<file path="config.mk">
export PLATFORM = sky130hd
export DESIGN_NAME = control_unit_pipelined
export DESIGN_NICKNAME = d
export VERILOG_FILES = /design/src/rtl/rv32_ctrl_pkg.sv /design/src/rtl/ctrl_decode.sv /design/src/rtl/control_unit_pipelined.sv
export SDC_FILE = /design/constraint.sdc
export NUM_CORES = 1
export LEC_CHECK = 0
export CORE_UTILIZATION = 25
export DETAILED_ROUTE_END_ITERATION = 6
export PLACE_DENSITY = 0.48
export SETUP_SLACK_MARGIN = 0.02
export SKIP_CTS_REPAIR_TIMING = 1
export SLEW_MARGIN = 0
export SYNTH_ARGS = -nofsm -noshare
export SYNTH_HDL_FRONTEND = slang
export SYNTH_SLANG_ARGS = --single-unit
</file>
<file path="constraint.sdc">
create_clock -name CLK -period 4.75 [get_ports CLK]
set_input_delay 0.7125 -clock CLK [delete_from_list [all_inputs] [get_ports CLK]]
set_output_delay 0.7125 -clock CLK [all_outputs]
set_load 0.02 [all_outputs]
</file>
<file path="src/rtl/rv32_ctrl_pkg.sv">
// Shared encodings for the RV32IM ID-stage control unit: opcodes, funct7
// values, ALU/MULDIV operation codes, FSM states and the control bundle.
package rv32_ctrl_pkg;

  localparam logic [6:0] OP_R      = 7'b0110011;
  localparam logic [6:0] OP_LOAD   = 7'b0000011;
  localparam logic [6:0] OP_IMM    = 7'b0010011;
  localparam logic [6:0] OP_STORE  = 7'b0100011;
  localparam logic [6:0] OP_BRANCH = 7'b1100011;
  localparam logic [6:0] OP_JAL    = 7'b1101111;
  localparam logic [6:0] OP_JALR   = 7'b1100111;
  localparam logic [6:0] OP_LUI    = 7'b0110111;
  localparam logic [6:0] OP_AUIPC  = 7'b0010111;

  localparam logic [6:0] F7_BASE   = 7'b0000000;
  localparam logic [6:0] F7_ALT    = 7'b0100000;
  localparam logic [6:0] F7_MULDIV = 7'b0000001;

  typedef enum logic [4:0] {
    ALU_NOP    = 5'd0,
    ALU_ADD    = 5'd1,
    ALU_SUB    = 5'd2,
    ALU_SLL    = 5'd3,
    ALU_SLT    = 5'd4,
    ALU_SLTU   = 5'd5,
    ALU_XOR    = 5'd6,
    ALU_SRL    = 5'd7,
    ALU_SRA    = 5'd8,
    ALU_OR     = 5'd9,
    ALU_AND    = 5'd10,
    ALU_LUI    = 5'd11,
    ALU_MUL    = 5'd12,
    ALU_MULH   = 5'd13,
    ALU_MULHSU = 5'd14,
    ALU_MULHU  = 5'd15,
    ALU_DIV    = 5'd16,
    ALU_DIVU   = 5'd17,
    ALU_REM    = 5'd18,
    ALU_REMU   = 5'd19
  } alu_op_t;

  typedef enum logic [1:0] {
    IDLE     = 2'd0,
    MUL_BUSY = 2'd1,
    DIV_BUSY = 2'd2
  } state_t;

  typedef struct packed {
    logic write_en;
    logic mem_write;
    logic mem_read;
    logic branch;
    logic jump;
    logic pc_select;
    logic imm_select;
    logic jalr_select;
    logic data_mem_select;
  } ctrl_t;

  function automatic alu_op_t base_alu(logic [2:0] f3);
    case (f3)
      3'b000:  return ALU_ADD;
      3'b001:  return ALU_SLL;
      3'b010:  return ALU_SLT;
      3'b011:  return ALU_SLTU;
      3'b100:  return ALU_XOR;
      3'b101:  return ALU_SRL;
      3'b110:  return ALU_OR;
      default: return ALU_AND;
    endcase
  endfunction

  function automatic alu_op_t muldiv_alu(logic [2:0] f3);
    case (f3)
      3'b000:  return ALU_MUL;
      3'b001:  return ALU_MULH;
      3'b010:  return ALU_MULHSU;
      3'b011:  return ALU_MULHU;
      3'b100:  return ALU_DIV;
      3'b101:  return ALU_DIVU;
      3'b110:  return ALU_REM;
      default: return ALU_REMU;
    endcase
  endfunction

endpackage

</file>
<file path="src/rtl/ctrl_decode.sv">
// Pure combinational RV32IM decode: control bundle, ALU op and M-class flags.
// Anything not explicitly recognised collapses to an all-zero illegal result.
module ctrl_decode
  import rv32_ctrl_pkg::*;
#(
  parameter int ENABLE_M = 1
) (
  input  logic [6:0] opcode_i,
  input  logic [2:0] func3_i,
  input  logic [6:0] func7_i,
  output logic [8:0] ctrl_o,
  output logic [4:0] alu_o,
  output logic       illegal_o,
  output logic       is_mul_o,
  output logic       is_div_o
);

  ctrl_t   ctrl;
  alu_op_t alu;
  logic    legal;
  logic    is_mul;
  logic    is_div;

  always_comb begin
    ctrl   = '0;
    alu    = ALU_NOP;
    legal  = 1'b0;
    is_mul = 1'b0;
    is_div = 1'b0;
    case (opcode_i)
      OP_R: begin
        if (func7_i == F7_BASE) begin
          legal = 1'b1;
          alu   = base_alu(func3_i);
        end else if (func7_i == F7_ALT) begin
          if (func3_i == 3'b000) begin
            legal = 1'b1;
            alu   = ALU_SUB;
          end else if (func3_i == 3'b101) begin
            legal = 1'b1;
            alu   = ALU_SRA;
          end
        end else if (func7_i == F7_MULDIV && ENABLE_M != 0) begin
          legal  = 1'b1;
          alu    = muldiv_alu(func3_i);
          is_mul = ~func3_i[2];
          is_div = func3_i[2];
        end
        ctrl.write_en = 1'b1;
      end
      OP_LOAD: begin
        legal = (func3_i != 3'b011) && (func3_i != 3'b110) && (func3_i != 3'b111);
        alu   = ALU_ADD;
        ctrl.write_en        = 1'b1;
        ctrl.mem_read        = 1'b1;
        ctrl.imm_select      = 1'b1;
        ctrl.data_mem_select = 1'b1;
      end
      OP_IMM: begin
        if (func3_i == 3'b001) begin
          legal = (func7_i == F7_BASE);
          alu   = ALU_SLL;
        end else if (func3_i == 3'b101) begin
          legal = (func7_i == F7_BASE) || (func7_i == F7_ALT);
          alu   = (func7_i == F7_ALT) ? ALU_SRA : ALU_SRL;
        end else begin
          legal = 1'b1;
          alu   = base_alu(func3_i);
        end
        ctrl.write_en   = 1'b1;
        ctrl.imm_select = 1'b1;
      end
      OP_STORE: begin
        legal = (func3_i == 3'b000) || (func3_i == 3'b001) || (func3_i == 3'b010);
        alu   = ALU_ADD;
        ctrl.mem_write  = 1'b1;
        ctrl.imm_select = 1'b1;
      end
      OP_BRANCH: begin
        legal = (func3_i != 3'b010) && (func3_i != 3'b011);
        alu   = ALU_SUB;
        ctrl.branch = 1'b1;
      end
      OP_JAL: begin
        legal = 1'b1;
        alu   = ALU_ADD;
        ctrl.write_en  = 1'b1;
        ctrl.jump      = 1'b1;
        ctrl.pc_select = 1'b1;
      end
      OP_JALR: begin
        legal = (func3_i == 3'b000);
        alu   = ALU_ADD;
        ctrl.write_en    = 1'b1;
        ctrl.jump        = 1'b1;
        ctrl.jalr_select = 1'b1;
        ctrl.imm_select  = 1'b1;
      end
      OP_LUI: begin
        legal = 1'b1;
        alu   = ALU_LUI;
        ctrl.write_en   = 1'b1;
        ctrl.imm_select = 1'b1;
      end
      OP_AUIPC: begin
        legal = 1'b1;
        alu   = ALU_ADD;
        ctrl.write_en   = 1'b1;
        ctrl.imm_select = 1'b1;
        ctrl.pc_select  = 1'b1;
      end
      default: legal = 1'b0;
    endcase
    // Illegal encodings must never leak partial control bits into EX.
    if (!legal) begin
      ctrl   = '0;
      alu    = ALU_NOP;
      is_mul = 1'b0;
      is_div = 1'b0;
    end
  end

  assign ctrl_o    = ctrl;
  assign alu_o     = alu;
  assign illegal_o = ~legal;
  assign is_mul_o  = is_mul;
  assign is_div_o  = is_div;

endmodule

</file>
<file path="src/rtl/control_unit_pipelined.sv">
// ID-stage control unit: decode into the ID/EX register, with stall/flush and
// a busy FSM that holds EX and back-pressures fetch during multi-cycle MUL/DIV.
module control_unit_pipelined
  import rv32_ctrl_pkg::*;
#(
  parameter int ENABLE_M   = 1,
  parameter int MUL_CYCLES = 2,
  parameter int DIV_CYCLES = 32
) (
  input  logic       CLK,
  input  logic       RESET,
  input  logic       INSTR_VALID,
  input  logic [6:0] OPCODE,
  input  logic [2:0] FUNC3,
  input  logic [6:0] FUNC7,
  input  logic       STALL_IN,
  input  logic       FLUSH,
  output logic       DECODE_STALL,
  output logic       EX_VALID,
  output logic       WRITE_EN,
  output logic       MEM_WRITE,
  output logic       MEM_READ,
  output logic       BRANCH,
  output logic       JUMP,
  output logic       PC_SELECT,
  output logic       IMM_SELECT,
  output logic       JALR_SELECT,
  output logic       DATA_MEM_SELECT,
  output logic [4:0] ALU_OP,
  output logic       MULDIV_START,
  output logic       MULDIV_ABORT,
  output logic       ILLEGAL
);

  localparam logic [5:0] MUL_INIT = 6'(MUL_CYCLES - 1);
  localparam logic [5:0] DIV_INIT = 6'(DIV_CYCLES - 1);

  logic [8:0] dec_ctrl;
  logic [4:0] dec_alu;
  logic       dec_illegal;
  logic       dec_is_mul;
  logic       dec_is_div;

  state_t     state_q,   state_d;
  logic [5:0] cnt_q,     cnt_d;
  ctrl_t      ctrl_q,    ctrl_d;
  logic [4:0] alu_q,     alu_d;
  logic       valid_q,   valid_d;
  logic       illegal_q, illegal_d;
  logic       start_q,   start_d;
  logic       abort_q,   abort_d;

  ctrl_decode #(.ENABLE_M(ENABLE_M)) u_decode (
    .opcode_i  (OPCODE),
    .func3_i   (FUNC3),
    .func7_i   (FUNC7),
    .ctrl_o    (dec_ctrl),
    .alu_o     (dec_alu),
    .illegal_o (dec_illegal),
    .is_mul_o  (dec_is_mul),
    .is_div_o  (dec_is_div)
  );

  always_ff @(posedge CLK) begin
    if (RESET) begin
      state_q   <= IDLE;
      cnt_q     <= '0;
      ctrl_q    <= '0;
      alu_q     <= '0;
      valid_q   <= 1'b0;
      illegal_q <= 1'b0;
      start_q   <= 1'b0;
      abort_q   <= 1'b0;
    end else begin
      state_q   <= state_d;
      cnt_q     <= cnt_d;
      ctrl_q    <= ctrl_d;
      alu_q     <= alu_d;
      valid_q   <= valid_d;
      illegal_q <= illegal_d;
      start_q   <= start_d;
      abort_q   <= abort_d;
    end
  end

  // Counter holds the remaining busy cycles; the last one returns to IDLE.
  always_comb begin
    state_d = state_q;
    cnt_d   = cnt_q;
    if (FLUSH) begin
      state_d = IDLE;
      cnt_d   = '0;
    end else if (STALL_IN) begin
      state_d = state_q;
    end else if (state_q != IDLE) begin
      if (cnt_q <= 6'd1) begin
        state_d = IDLE;
        cnt_d   = '0;
      end else begin
        cnt_d = cnt_q - 6'd1;
      end
    end else if (INSTR_VALID && dec_is_mul && MUL_CYCLES > 1) begin
      state_d = MUL_BUSY;
      cnt_d   = MUL_INIT;
    end else if (INSTR_VALID && dec_is_div && DIV_CYCLES > 1) begin
      state_d = DIV_BUSY;
      cnt_d   = DIV_INIT;
    end
  end

  // Holding EX (stall or busy) keeps the bundle but never re-fires START.
  always_comb begin
    ctrl_d    = ctrl_q;
    alu_d     = alu_q;
    valid_d   = valid_q;
    illegal_d = illegal_q;
    start_d   = 1'b0;
    abort_d   = 1'b0;
    if (FLUSH) begin
      ctrl_d    = '0;
      alu_d     = '0;
      valid_d   = 1'b0;
      illegal_d = 1'b0;
      abort_d   = (state_q != IDLE);
    end else if (!STALL_IN && state_q == IDLE) begin
      if (INSTR_VALID) begin
        ctrl_d    = dec_ctrl;
        alu_d     = dec_alu;
        valid_d   = 1'b1;
        illegal_d = dec_illegal;
        start_d   = dec_is_mul | dec_is_div;
      end else begin
        ctrl_d    = '0;
        alu_d     = '0;
        valid_d   = 1'b0;
        illegal_d = 1'b0;
      end
    end
  end

  assign DECODE_STALL    = (state_q != IDLE);
  assign EX_VALID        = valid_q;
  assign WRITE_EN        = ctrl_q.write_en;
  assign MEM_WRITE       = ctrl_q.mem_write;
  assign MEM_READ        = ctrl_q.mem_read;
  assign BRANCH          = ctrl_q.branch;
  assign JUMP            = ctrl_q.jump;
  assign PC_SELECT       = ctrl_q.pc_select;
  assign IMM_SELECT      = ctrl_q.imm_select;
  assign JALR_SELECT     = ctrl_q.jalr_select;
  assign DATA_MEM_SELECT = ctrl_q.data_mem_select;
  assign ALU_OP          = alu_q;
  assign MULDIV_START    = start_q;
  assign MULDIV_ABORT    = abort_q;
  assign ILLEGAL         = illegal_q;

endmodule

</file>
== After elaboration in Yosys (flattened, before gate mapping) ==
Index checks and enable logic that the tools add are counted.

* Flip-flop bits (word level): 26
* Latch bits: 0
* Bits in writable memories: 0
* Bits in read-only memories: 0
* Input bits: 22
* Output and inout port bits: 19
* Logic and storage cells: 125
* Memories kept: 0

* Add/subtract/negate cells: 1
* Multipliers: 0
* Div/mod/pow operators: 0
* Order comparisons: 1
* Eq/ne operators: 22
* Shifts and indexed selects: 0
* Mux-type cells: 52
* Bitwise logic cells: 7
* Reductions and logical operators: 26

{| class="wikitable"
|+ Operators with widths
! operator !! count
|-
| 5-bit two-way mux || 8
|-
| 5-bit one-hot mux with 7 select lines || 1
|-
| 7-bit by 6-bit equality test with 1-bit output (second input constant) || 4
|-
| 4-bit one-hot mux with 7 select lines || 1
|-
| 1-bit two-way mux || 27
|-
| 5-bit one-hot mux with 5 select lines || 1
|-
| 6-bit two-way mux || 4
|-
| 7-bit equality test (second input constant) || 3
|-
| 4-bit one-hot mux with 5 select lines || 1
|-
| 9-bit two-way mux || 2
|-
| 7-bit by 5-bit equality test with 1-bit output (second input constant) || 2
|-
| 3-bit equality test (second input constant) || 3
|-
| 2-bit two-way mux || 4
|-
| 4-bit two-way mux || 2
|-
| 2-bit OR reduction || 4
|-
| 7-bit by 1-bit equality test with 1-bit output (second input constant) || 1
|-
| 7-bit by 2-bit equality test with 1-bit output (second input constant) || 1
|-
| 7-bit zero test || 1
|-
| 1-bit one-hot mux with 7 select lines || 1
|-
| 7-bit OR reduction || 1
|-
| 3-bit by 2-bit equality test with 1-bit output (second input constant) || 2
|-
| 6-bit by 1-bit <= comparator with 1-bit output (second input constant) || 1
|-
| 1-bit logical AND || 6
|-
| 3-bit by 2-bit inequality test with 1-bit output (second input constant) || 2
|-
| other kinds (18) || 26
|}

== Longest topological paths before layout ==
Gate-level depths: netlist (run 1).

* Word-level depth: 11
* Depth in mapped cells: 8
* Depth with buffers taken out: 7

== Cells and area by module ==
A second synthesis (run 1) with hierarchy kept.

* Cell total of the unflattened synthesis: 246
* Area, all modules: 1970.6 sq um

{| class="wikitable"
|+ Modules (own cells, without submodules)
! module !! times used !! cells each !! area each (sq um) !! seq. area each (sq um)
|-
| control_unit_pipelined || 1 || 130 || 1173.6 || 520.5
|-
| ctrl_decode || 1 || 116 || 797.0 || 0.0
|}

== Worst setup path before layout (run 1) ==
OpenSTA, ideal clock, no wires.

* Kind: input -> register
* From: input FUNC7[3]
* To: register cnt_q[1]
* Library setup time: 0.128 ns
* Arrival: 2.213 ns
* Data required time: 4.622 ns
* Slack: 2.409 ns
* Cell stages on the path: 6
* Buffers on the path: 0
* Cells stage by stage: or4_4 nor4_2 nand3_2 o21a_1 o32ai_2 nor2_1

* Word-level cells in the longest chain between the ends: 9
* Elaborated cells between the ends (all ways): 26
* Classes of those cells: 2 x eq/ne; 18 x mux; 6 x reduce/logical

{| class="wikitable"
|+ RTL lines
! item !! RTL line !! source
|-
| start: declaration || control_unit_pipelined.sv:15 || <nowiki>input logic [6:0] FUNC7,</nowiki>
|-
| 7-bit by 1-bit equality test with 1-bit output (tied with other cells) || ctrl_decode.sv:43 || <nowiki>end else if (func7_i == F7_MULDIV && ENABLE_M != 0) begin</nowiki>
|-
| 1-bit two-way mux / 1-bit logical OR (equally long branches) || ctrl_decode.sv:43, ctrl_decode.sv:64 ||
|-
| 1-bit two-way mux (on tied branches) || ctrl_decode.sv:35, ctrl_decode.sv:63 ||
|-
| 1-bit two-way mux (on tied branches) || ctrl_decode.sv:32, ctrl_decode.sv:60 ||
|-
| 1-bit one-hot mux with 7 select lines / 1-bit two-way mux (equally long branches) || ctrl_decode.sv:30 || <nowiki>case (opcode_i)</nowiki>
|-
| 1-bit two-way mux || ctrl_decode.sv:115 || <nowiki>if (!legal) begin</nowiki>
|-
| 1-bit logical AND (on tied branches) || control_unit_pipelined.sv:102, control_unit_pipelined.sv:105 ||
|-
| 3-bit nonzero test (no source line) / 6-bit two-way mux (equally long branches) || n/a ||
|-
| 2-bit AND reduction (no source line) / 6-bit two-way mux (equally long branches) || n/a ||
|-
| end signal: assignment || control_unit_pipelined.sv:76 || <nowiki>cnt_q <= cnt_d;</nowiki>
|-
| end: declaration || control_unit_pipelined.sv:45 || <nowiki>logic [5:0] cnt_q, cnt_d;</nowiki>
|}

Several ways; a longest one is shown, not always the timed one.
A chain may end at the register's enable or synchronous reset.

== Worst setup path in the final report (run 1) ==
* From: input FUNC3[2]
* To: register ctrl_q, in the netlist MEM_WRITE

* Word-level cells in the longest chain between the ends: 8
* Elaborated cells between the ends (all ways): 22
* Classes of those cells: 7 x eq/ne; 9 x mux; 6 x reduce/logical

{| class="wikitable"
|+ RTL lines
! item !! RTL line !! source
|-
| start: declaration || control_unit_pipelined.sv:14 || <nowiki>input logic [2:0] FUNC3,</nowiki>
|-
| 3-bit equality test || ctrl_decode.sv:39, ctrl_decode.sv:63 ||
|-
| 1-bit two-way mux || ctrl_decode.sv:39 || <nowiki>end else if (func3_i == 3'b101) begin</nowiki>
|-
| 1-bit two-way mux || ctrl_decode.sv:36 || <nowiki>if (func3_i == 3'b000) begin</nowiki>
|-
| 1-bit two-way mux || ctrl_decode.sv:35 || <nowiki>end else if (func7_i == F7_ALT) begin</nowiki>
|-
| 1-bit two-way mux || ctrl_decode.sv:32 || <nowiki>if (func7_i == F7_BASE) begin</nowiki>
|-
| 1-bit one-hot mux with 7 select lines (*) || ctrl_decode.sv:30 ||
|-
| 9-bit two-way mux (*) || ctrl_decode.sv:115 ||
|-
| 9-bit two-way mux (*) || control_unit_pipelined.sv:126 || <nowiki>if (INSTR_VALID) begin</nowiki>
|-
| end signal: assignment || control_unit_pipelined.sv:77 || <nowiki>ctrl_q <= ctrl_d;</nowiki>
|-
| end: declaration || control_unit_pipelined.sv:46 || <nowiki>ctrl_t ctrl_q, ctrl_d;</nowiki>
|}

Every way passes the cells marked *; elsewhere a longest branch is shown, timed or not.

==> run summary, run 1 <==
Clk_skew -> 8.44 ps
Layout Nets -> 261
Largest net degree at the start of global routing -> 20
# rows -> 29
Initial Utilization -> 0.259
Final worst slack -> 1700 ps
Top layer in use -> met3
P per Cell Area -> 191 mW/mm2
WL met3 -> 106 um
Power Total -> 0.402 mW
Worst hold path stage count -> 2
Fin crit share -> 0.643
Worst Hold Endpoint -> ALU_OP[4]$_SDFFE_PP0P_
Ys flop type -> dfxtp_1
Max_slew headroom -> 0.505
Buffers on Ports -> 40
Register area share after synthesis -> 0.304
Final setup vio count -> 0
Vias in the first global route -> 1555
Distinct cells, synth -> 52
Die area -> 0.00690 mm2
Pre-antenna DRT Iters -> 4
Worst setup path class -> input pin to flip-flop
Syn Area/Cell -> 7.90 um2
Post-synthesis cell area -> 0.00164 mm2
Vias per inst -> 5.09
Met1 Wirelength -> 2.17 mm
Fmax -> 328 MHz
Element type at the critical path start -> input pin
Placer Congestion -> 0.785
Path depth of the worst reg2reg path -> 6
Hold Violations, Final -> 0
Detailed Route WL -> 4.21 mm
Period minus WS final -> 3050 ps
Area of the multi-input gates -> 0.00104 mm2
Hold Crit Start -> ALU_OP[4]$_SDFFE_PP0P_
Diode count -> 0
Worst r2r src -> state_q[0]$_SDFFE_PP0P_
Root Driver -> clkbuf_8
RSZ-0062 raised after global routing -> false
HP Class -> flip-flop to flip-flop
Commonest non-fill, non-tap cell in the layout -> clkdlybuf4s50_1
R2r endpoint -> MEM_WRITE$_SDFFE_PP0P_
Post-Place Worst Slack -> 1400 ps
Most frequent cells in the layout -> clkdlybuf4s50_1 (40), dfxtp_1 (25), nand2_1 (19)
Number of fill cells -> 673
Placed Instance Area -> 0.00206 mm2
Max-slew violations -> 0
Share of post-route cells with drive strength above 1 -> 0.0720
Detailed-placement wirelength estimate -> 3.26 mm
Fin util -> 0.332
Clock transition at the registers of the reported paths -> 90 ps
Final setup TNS -> 0 ps
Register area -> 500 um2
Worst-Skew Late Latency -> 270 ps
Die span in x -> 83.1 um
Vias -> 1593
H-tree Lvls -> 1
EDFF count, synth -> 0
Design Area, Final -> 0.00211 mm2
Routed Antenna Nets -> 0
DRC -> 0
Total grt overflow -> 0
Die Ht -> 83.1 um
Critical path data required time -> 4950 ps
Max-cap viol count -> 0
Global Route Usage Sum -> 0.130
Num ports -> 41
Status -> complete, no violations
Maximum vdd ir drop -> 0.0000891 V
R2R Setup Slk -> 2510 ps
Synth async-reset ratio -> 0
DR WL/cell -> 13.5 um
Synthesized instance count -> 208
Synthesized net count -> 232
Area delta synth->final -> 28.3%
Sink Count -> 25
Post-synthesis register bit count -> 25
Tightest Pin Transition -> 740 ps
Routed length on met2 -> 1.94 mm
Initial antenna violation count -> 0
Endpoint class of the critical path -> flip-flop
Crit path DAT -> 3260 ps
CTS Buf Count -> 3
YS warnings -> 0
Clk buf depth -> 2
Crit-path max FO -> 19
CTS tree -> done
Wire length of the first global-routing pass -> 7.57 mm
Starting DRT DRC Count -> 138
LEAKAGE -> 0.719 nW
Core box area -> 0.00635 mm2
==> state kept, by name, indices dropped and copies added (netlist names) <==
register,flops
BRANCH,1
state_q,2
JUMP,1
MULDIV_START,1
IMM_SELECT,1
cnt_q,6
ALU_OP,5
JALR_SELECT,1
ILLEGAL,1
MULDIV_ABORT,1
PC_SELECT,1
WRITE_EN,1
MEM_WRITE,1
EX_VALID,1
MEM_READ,1
==> area by class of cell <==
cell class	instances	share of cell area
multi-input cells	161	0.495
flip-flops and latches	25	0.237
repair buffers	40	0.190
well taps	77	0.0457
clock buffers	3	0.0196
inverters	6	0.0107
clock inverters	1	0.00237
==> worst max path at each step <==
stage	depth (start not counted)	end	start
2_1_floorplan	6	cnt_q[1]$_SDFFE_PP0P_	FUNC7[3]
4_1_cts	7	MEM_WRITE$_SDFFE_PP0P_	FUNC3[2]
3_3_place_gp	7	MEM_WRITE$_SDFFE_PP0P_	FUNC3[2]
5_1_grt	7	MEM_WRITE$_SDFFE_PP0P_	FUNC3[2]
6_report	7	MEM_WRITE$_SDFFE_PP0P_	FUNC3[2]
3_5_place_dp	7	MEM_WRITE$_SDFFE_PP0P_	FUNC3[2]
==> metrics by stage <==
| step | std cells | hold slack [ps] |
|---|---|---|
| global route | 313 | 491 |
| detailed placement | 309 | 449 |
| finish | 313 | 463 |
| floorplan | 208 | 470 |
| CTS | 313 | 467 |
| global placement | 309 | 447 |
==> layer usage <==
metal	vias to the layer above	track usage
met3	0	0.0169
met2	26	0.210
met4	0	0.0282
met5	-	0
li1	832	-
met1	735	0.184
==> where the power goes <==
part / switching [mW] / internal, mW / total [mW]
Sequential: 0.000255 / 0.210 / 0.210
Combinational: 0.0381 / 0.0292 / 0.0672
Clock: 0.0661 / 0.0585 / 0.125
Total: 0.104 / 0.298 / 0.402
==> cell usage after synthesis (all sizes together), types with 2 or more instances <==
master / number / share of area
a21o: 2 / 0.0091
buf: 7 / 0.027
nand2b: 9 / 0.034
a32o: 6 / 0.037
a211oi: 5 / 0.026
o31ai: 2 / 0.0091
dfxtp: 25 / 0.30
inv: 6 / 0.014
nand2: 19 / 0.043
a41oi: 2 / 0.011
or3: 4 / 0.015
a21oi: 19 / 0.065
a22o: 6 / 0.032
a211o: 2 / 0.011
a31oi: 3 / 0.011
nor3: 10 / 0.030
ha: 2 / 0.015
o22ai: 3 / 0.011
clkbuf: 9 / 0.021
nor2b: 4 / 0.015
nor4: 7 / 0.034
nand3: 7 / 0.024
xor2: 2 / 0.011
nor2: 18 / 0.047
o21ai: 10 / 0.030
nand4: 2 / 0.0076
and4: 2 / 0.011
==> worst max-delay path, cell delays in order <==
cell	delay, ps
clkdlybuf4s50_1	900
nand2b_1	210
nand3_1	90
a211oi_1	280
a211oi_1	120
a211oi_2	660
a32o_2	280
==> kinds of logic after synthesis <==
kind of cell,count (synthesis),synth area share
flops,25,0.304
xor+xnor,2,0.0107
compound gates,65,0.283
simple gates,92,0.326
buf+inv,22,0.0609
fa+ha+maj,2,0.0152
(Power assumes the default switching activity.)
==> run 2, diff against run 1 <==
Clock period 4.75 ns to 2.84 ns, I/O delays scaled along.
==> run summary, run 2 (synthesis results as in run 1) <==
Biggest register -> cnt_q (unchanged)
DRC -> 0 (unchanged)
HP Class -> flip-flop to flip-flop (unchanged)
Clock transition at the registers of the reported paths -> 90 ps (about the same)
Root Driver -> clkbuf_8 (unchanged)
Final setup vio count -> 0 (unchanged)
Pre-antenna DRT Iters -> 4 (unchanged)
Detailed Route WL -> 4.48 mm (was 4.21 mm)
Initial antenna violation count -> 0 (unchanged)
Critical path's top delay family -> compound AO/OA/AOI/OAI gates (unchanged)
Commonest non-fill, non-tap cell in the layout -> clkdlybuf4s50_1 (unchanged)
Post-Place Worst Slack -> -15.8 ps (was 1400 ps)
Crit path DAT -> 2770 ps (was 3260 ps)
Global Route Usage Sum -> 0.130 (about the same)
Starting DRT DRC Count -> 68 (was 138)
Routed Antenna Nets -> 0 (unchanged)
Status -> complete, no violations (unchanged)
Worst hold slack -> 462 ps (was 463 ps)
Max-cap viol count -> 0 (unchanged)
Worst setup path class -> input pin to flip-flop (unchanged)
Buffers on Ports -> 40 (unchanged)
Placer Congestion -> 0.889 (was 0.785)
Fmax -> 391 MHz
Final worst slack -> 280 ps (was 1700 ps)
Final setup TNS -> 0 ps (unchanged)
Maximum vdd ir drop -> 0.000155 V (was 0.0000891 V)
CTS tree -> done (unchanged)
Endpoint class of the critical path -> flip-flop (unchanged)
Largest net degree at the start of global routing -> 15 (was 20)
Total grt overflow -> 0 (unchanged)
Wire length of the first global-routing pass -> 7.52 mm (was 7.57 mm)
Element type at the critical path start -> input pin (unchanged)
Die Ht -> 83.1 um (unchanged)
Area delta synth->final -> 37.9% (was 28.3%)
Max reg flops -> 6 (unchanged)
Sink Count -> 25 (unchanged)
Period minus WS final -> 2560 ps
Die span in x -> 83.1 um (unchanged)
Critical path data required time -> 3050 ps (was 4950 ps)
RSZ-0062 raised after global routing -> false (unchanged)
Layout Nets -> 282 (was 261)
Fin crit share -> 0.901
Crit-path slowest cell -> a211oi_2 (was clkdlybuf4s50_1)
Initial Utilization -> 0.259 (unchanged)
Clk_skew -> 4.13 ps (was 8.44 ps)
Vias -> 1669 (was 1593)
Num ports -> 41 (unchanged)
Vias in the first global route -> 1590 (was 1555)
Hold Violations, Final -> 0 (unchanged)
Max_slew headroom -> 0.505 (about the same)
Tightest Pin Transition -> 741 ps (was 740 ps)
Core box area -> 0.00635 mm2 (unchanged)
Vias per inst -> 5.00 (was 5.09)
CTS Buf Count -> 3 (unchanged)
Detailed-placement wirelength estimate -> 3.55 mm (was 3.26 mm)
H-tree Lvls -> 1 (unchanged)
Dpl cells -> 330 (was 309)
Worst-Skew Late Latency -> 260 ps (was 270 ps)
Diode count -> 0 (unchanged)
Crit path cell chain -> clkdlybuf4s50_1 -> or4_4 -> nor2_4 -> and4_1 -> a211oi_1 -> a211oi_2 -> a32o_2 (was clkdlybuf4s50_1 -> nand2b_1 -> nand3_1 -> a211oi_1 -> a211oi_1 -> a211oi_2 -> a32o_2)
# rows -> 29 (unchanged)
CP max stage delay -> 670 ps (was 900 ps)
Finished Layout Cells -> 334 (was 313)
LEAKAGE -> 0.823 nW (was 0.719 nW)
Crit-path max FO -> 12 (was 19)
Max-slew violations -> 0 (unchanged)
Most frequent cells in the layout -> clkdlybuf4s50_1 (40), dfxtp_1 (25), buf_4 (21) (was clkdlybuf4s50_1 (40), dfxtp_1 (25), nand2_1 (19))
P per Cell Area -> 305 mW/mm2 (was 191 mW/mm2)
Share of post-route cells with drive strength above 1 -> 0.148 (was 0.0720)
DR WL/cell -> 13.4 um (was 13.5 um)
Die area -> 0.00690 mm2 (unchanged)
Clk buf depth -> 2 (unchanged)
CP bufs+invs -> 1 (unchanged)
[run 2: changes by cell type in the layout (fill, tap and decap cells not counted), sizes merged]
cell,change
buf,+21
[run 2: layout make-up]
class                   count  area [um2]
well taps                  77        96.3
clock buffers               3        41.3
clock inverters             1        5.00
fillers                   666        4080
inverters                   6        22.5
multi-input cells         161        1040
repair buffers             61         558
flip-flops and latches     25         500
[run 2: tightest hold or removal path, stage by stage (launching register included)]
cell and delay, ps:
dfxtp_1 320, nand2_1 50, a21oi_1 50
[run 2: report_power, final]
group | switching [mW] | internal (mW) | leakage, nW | total, mW
logic | 0.0684 | 0.0645 | 0.596 | 0.133
registers | 0.000465 | 0.351 | 0.201 | 0.352
clock network | 0.109 | 0.0979 | 0.0255 | 0.207
total | 0.178 | 0.513 | 0.823 | 0.692
[run 2: metal layers]
| metal | vias up | track usage | wire [um] |
|---|---|---|---|
| met5 | - | 0 | 0 |
| met3 | 2 | 0.0159 | 100 |
| li1 | 870 | - | - |
| met2 | 24 | 0.206 | 2020 |
| met4 | 0 | 0.0376 | 34 |
| met1 | 773 | 0.185 | 2320 |
[run 2: final timing paths]
kind	from	to	slack [ps]	depth (start not counted)
worst max-delay path	FUNC7[3]	MEM_WRITE$_SDFFE_PP0P_	280	7
worst max register to register	state_q[0]$_SDFFE_PP0P_	MEM_WRITE$_SDFFE_PP0P_	680	6
worst min register to register	EX_VALID$_SDFFE_PP0P_	EX_VALID$_SDFFE_PP0P_	460	2
worst min-delay path	EX_VALID$_SDFFE_PP0P_	EX_VALID$_SDFFE_PP0P_	460	2
[run 2: through the flow]
| step | utilization | cell area [um2] | power (mW) |
|---|---|---|---|
| after global routing | 0.357 | 2270 | 0.726 |
| after CTS | 0.357 | 2270 | 0.701 |
| after floorplan | - | 1640 | 0.423 |
| after global placement | 0.350 | 2220 | 0.493 |
| final | 0.357 | 2270 | 0.692 |
| after detailed placement | 0.350 | 2220 | 0.492 |
==> run 3, diff against run 2 <==
Settings changed: CTS_CLUSTER_SIZE from default to 28.
==> results of run 3 <==
No change in the layout: final DEF, timing and power equal those of run 2.
